[config.mk]
export PLATFORM = sky130hd
export DESIGN_NAME = matrix_serial_tx
export DESIGN_NICKNAME = d
export VERILOG_FILES = /design/src/rtl/matrix_serial_tx.sv
export SDC_FILE = /design/constraint.sdc
export NUM_CORES = 1
export LEC_CHECK = 0
export CAP_MARGIN = 10
export CORE_UTILIZATION = 65
export CTS_CLUSTER_SIZE = 8
export DETAILED_ROUTE_END_ITERATION = 8
export PLACE_DENSITY = 0.84
export SLEW_MARGIN = 10
export SYNTH_ARGS = -nofsm -noshare
export SYNTH_HDL_FRONTEND = slang
export SYNTH_SLANG_ARGS = --single-unit
[constraint.sdc]
create_clock -name clk -period 3.3 [get_ports clk]
set_input_delay 0.33 -clock clk [delete_from_list [all_inputs] [get_ports clk]]
set_output_delay 0.33 -clock clk [all_outputs]
set_load 0.1 [all_outputs]
[src/rtl/matrix_serial_tx.sv]
// matrix_serial_tx: holds one frame of N_ELEM elements (a 4x4 row-major operand matrix at
// defaults) and shifts it out over a three-wire serial link (data, clock, frame sync).
//
// Ports:
//   clk, rst_n      - sole clock (rising edge), asynchronous active-low reset
//   wr_en/addr/data - element write port, honoured only while idle
//   send            - start transmitting the buffered frame (ignored while a frame is in flight)
//   busy            - high for every cycle of the frame
//   done            - one-cycle pulse after the last bit period
//   ser_data        - serial data, element 0 first, MSB first
//   ser_clk         - serial clock, low for the first half of each bit period
//   ser_frame_sync  - frame marker, high for the whole frame
module matrix_serial_tx #(
  parameter int unsigned DATA_W   = 8,
  parameter int unsigned N_ELEM   = 16,
  parameter int unsigned SCLK_DIV = 4
) (
  input  logic                      clk,
  input  logic                      rst_n,
  input  logic                      wr_en,
  input  logic [$clog2(N_ELEM)-1:0] wr_addr,
  input  logic [DATA_W-1:0]         wr_data,
  input  logic                      send,
  output logic                      busy,
  output logic                      done,
  output logic                      ser_data,
  output logic                      ser_clk,
  output logic                      ser_frame_sync
);

  localparam int unsigned AddrW = $clog2(N_ELEM);
  localparam int unsigned BitW  = (DATA_W > 1) ? $clog2(DATA_W) : 1;
  localparam int unsigned DivW  = $clog2(SCLK_DIV);

  localparam logic [DivW-1:0]  DivLast  = DivW'(SCLK_DIV - 1);
  localparam logic [DivW-1:0]  DivHalf  = DivW'(SCLK_DIV / 2);
  localparam logic [AddrW-1:0] ElemLast = AddrW'(N_ELEM - 1);
  localparam logic [BitW-1:0]  BitMsb   = BitW'(DATA_W - 1);

  typedef enum logic [1:0] {StIdle, StShift, StDone} state_e;

  state_e            state_q, state_d;
  logic [DATA_W-1:0] mem_q [N_ELEM];
  logic [DivW-1:0]   div_q, div_d;    // clk cycle within the bit period
  logic [BitW-1:0]   bit_q, bit_d;    // bit within the element, counts down from MSB
  logic [AddrW-1:0]  elem_q, elem_d;  // element within the frame
  logic              wr_ok;

  // Outputs are decoded purely from registers, so the asynchronous reset clears them at once.
  always_comb begin
    state_d        = state_q;
    div_d          = div_q;
    bit_d          = bit_q;
    elem_d         = elem_q;
    wr_ok          = 1'b0;
    busy           = 1'b0;
    done           = 1'b0;
    ser_data       = 1'b0;
    ser_clk        = 1'b0;
    ser_frame_sync = 1'b0;

    unique case (state_q)
      StIdle: begin
        wr_ok = wr_en;
        if (send) begin
          state_d = StShift;
          div_d   = '0;
          bit_d   = BitMsb;
          elem_d  = '0;
        end
      end
      StShift: begin
        busy           = 1'b1;
        ser_frame_sync = 1'b1;
        ser_clk        = (div_q >= DivHalf);
        // Buffer is write-locked here, so data only moves when the counters step.
        ser_data       = mem_q[elem_q][bit_q];
        if (div_q == DivLast) begin
          div_d = '0;
          if (bit_q == '0) begin
            bit_d = BitMsb;
            if (elem_q == ElemLast) begin
              state_d = StDone;
            end else begin
              elem_d = elem_q + 1'b1;
            end
          end else begin
            bit_d = bit_q - 1'b1;
          end
        end else begin
          div_d = div_q + 1'b1;
        end
      end
      StDone: begin
        done    = 1'b1;
        state_d = StIdle;
        div_d   = '0;
        bit_d   = '0;
        elem_d  = '0;
      end
      default: state_d = StIdle;
    endcase
  end

  always_ff @(posedge clk or negedge rst_n) begin
    if (!rst_n) begin
      state_q <= StIdle;
      div_q   <= '0;
      bit_q   <= '0;
      elem_q  <= '0;
    end else begin
      state_q <= state_d;
      div_q   <= div_d;
      bit_q   <= bit_d;
      elem_q  <= elem_d;
    end
  end

  // A write in the same cycle as send lands before the first SHIFT cycle reads it.
  always_ff @(posedge clk or negedge rst_n) begin
    if (!rst_n) begin
      for (int i = 0; i < N_ELEM; i++) begin
        mem_q[i] <= '0;
      end
    end else if (wr_ok) begin
      mem_q[wr_addr] <= wr_data;
    end
  end

endmodule

==> metrics <==
Distinct cells, synth=between 40 and 50; leakage power=between 3 and 4 nW; TritonCTS buffer count=17; Die H=just over 100 um; Placed Cells=625; RSZ-0062 raised after global routing=false; Setup CP Type=reg2out; GR Layer Usage met2=50.2%; Synth Net Count=roughly 510; vias in the first global route=4315; Reg2Reg Depth=5; post-DR wirelength/cell=approximately 23 um; final std cells w/o fill=661; minimum clock period=roughly 3200 ps; Sink Count=139; Post-route DRC=0; Antenna diodes=0; share of layout cells above drive strength 1=around two fifths; WP data arrival=about 2900 ps; I/O Pins=21; total track usage=between 30% and 40%; max frequency=roughly 310 MHz; cell with the most instances after synthesis=dfrtp_1; 1st-pass router iterations=7; row count=36; met1 Usage GRT=about two fifths; Synth area leader=dfrtp_1; via/cell ratio=roughly 6.4; Tightest Pin Transition=843 ps; GR peak layer=met2; largest net degree at the start of global routing=between 90 and 100; Post-synth EDFFs=0; final worst slack=95.7 ps; pre-CTS worst setup slack=497 ps; CTS root buf=clkbuf_8; area of the multi-input gates=between 0.003 and 0.004 mm^2; met3 usage=under 10%; first-pass GRT wire length=~24 mm; top post-synthesis cells by area=dfrtp_1 (52%), mux2_2 (22%), mux4_2 (5.7%); die footprint=about 0.011 mm^2; Final Skew=between 6 and 7 ps; max cap viols=0; die width=103 um; Skew-Pair Late Insertion Delay=about 530 ps; initial core utilization=approximately two thirds; Post-synth ARST share=100%; Cell Area, Synth=about 0.0067 mm^2; Fin. Hold Viols=0; via count=between 4000 and 5000; status=finished clean; Cell Pwr Density=683 mW/mm^2; Synth Flop Type=dfrtp_1; setup TNS=0 ps; sequential-to-total area share from yosys stat=a little over half; Hold Path Class=in2async; initial antenna violation count=0; final core utilization=around 77%; Max Slew Vio Count=0; Cells after Synth=490; CP endpoint kind=primary output; startpoint class of the critical path=register; port bufs=20; crit-path max FO=8; worst IR drop on VDD=approximately 0.00061 V; final setup fails=0; Post-DP HPWL=9.92 mm; relative slew slack=43.8%; design area=~0.0076 mm^2; H-tree depth=4; Final nets=536; Layout area overhead=14.2%; Final period util=97.1%; Fill cells=between 500 and 600; grt total ovfl=0; initial drt markers=roughly 280; synthesis-stage register bit count=between 100 and 150; yosys warns=0; gpl congestion=about 0.9; Critical Path RT=a little under 3000 ps; syn_area_per_cell=around 14 um^2; detailed-route wire length=15.3 mm; DP Area=about 0.007 mm^2; Core Box Area=slightly below 0.01 mm^2; Clock transition at path regs=~60 ps; storage element area=between 0.003 and 0.004 mm^2; most common library cells after synthesis=dfrtp_1 (139), mux2_2 (131), mux2i_1 (26), nand2_1 (22), nor2_1 (22); CTS max path bufs=2; Routed Antenna Nets=0; Synth top area share=between 50% and 60%; CTS tree=built
[critical path, cell delays in order (launching register included)]
cell       delay [ps]
dfrtp_2           460
buf_4             200
mux2i_1           160
a22o_1            250
o31ai_1           360
a211o_1           150
o2111ai_1         150
nor4_4            380
buf_12            220
[cells by family after synthesis]
| kind of cell | Yosys count | synth area share [%] |
|---|---|---|
| multiplexers | 177 | 32.9 |
| flip-flops | 139 | 52.0 |
| AND/OR/NAND/NOR | 92 | 7.07 |
| AO/OA/AOI/OAI | 38 | 4.15 |
| buffers and inverters | 38 | 2.84 |
| adder cells (fa/ha/maj) | 5 | 0.935 |
| XOR/XNOR | 1 | 0.131 |
[routing by layer]
layer,up-vias,wire length (um)
li1,1850,-
met1,2179,6330
met2,138,7510
met3,41,897
met4,0,524
met5,-,0
[path summary, 6_finish.rpt]
path / slack [ps] / to / startpoint
setup / recovery: 100 / ser_data / elem_q[1]$_DFFE_PN0P_
hold / removal: 450 / div_q[1]$_DFFE_PN0P_ / rst_n
setup reg to reg: 780 / mem_q[111]$_DFFE_PN0P_ / state_q[0]$_DFFE_PN0P_
hold reg to reg: 500 / mem_q[4]$_DFFE_PN0P_ / mem_q[4]$_DFFE_PN0P_
max in group asynchronous: 2090 / mem_q[110]$_DFFE_PN0P_ / rst_n
min in group clk: 500 / mem_q[4]$_DFFE_PN0P_ / mem_q[4]$_DFFE_PN0P_
[placed cells by master, fill, tap and decap left out, types with 4 or more instances in the layout]
master           count
dfrtp_1            137
a22o_1               4
mux2i_1             26
clkdlybuf4s50_1     14
a22oi_1              7
nor2_1              22
a21oi_1              5
mux2_2             131
o2111ai_1            4
clkbuf_16           16
buf_4               17
nand2b_1             5
nand2_1             22
nor3_1               7
o21ai_0              7
inv_1                8
nor2b_1              8
nand4_1              4
ha_1                 5
nand3_1              9
mux4_2              17
[power by group]
group	leakage [nW]	switching, W	internal, W
registers	1.91	0.000154	0.00178
clock network	0.278	0.000710	0.00117
logic	1.49	0.000817	0.000589
[state kept, by name, summed over array words and instances (netlist names)]
signal	count
bit_q	3
div_q	2
elem_q	4
mem_q	128
state_q	2
[cell type report]
type / count / area share (%)
Multi-Input combinational cell: 313 / 39.6
Clock inverter: 11 / 1.90
Timing Repair Buffer: 36 / 4.57
Sequential cell: 139 / 45.6
Inverter: 8 / 0.393
Tap cell: 133 / 2.18
Clock buffer: 21 / 5.75
[timing repair]
item	4_1_cts	5_1_grt
endpoints found under the setup margin	1	1
gates resized for setup	1	0
pin swaps	1	0
setup buffers	0	3
hold buffers	1	0
hold endpoints to repair	91	0
[stage by stage]
stage          hold WS, ps  power (W)
3_5_place_dp           474    0.00331
6_report               450    0.00522
2_1_floorplan         34.4    0.00296
3_3_place_gp           452    0.00327
5_1_grt                515    0.00542
4_1_cts                484    0.00520
(Power assumes the default switching activity.)
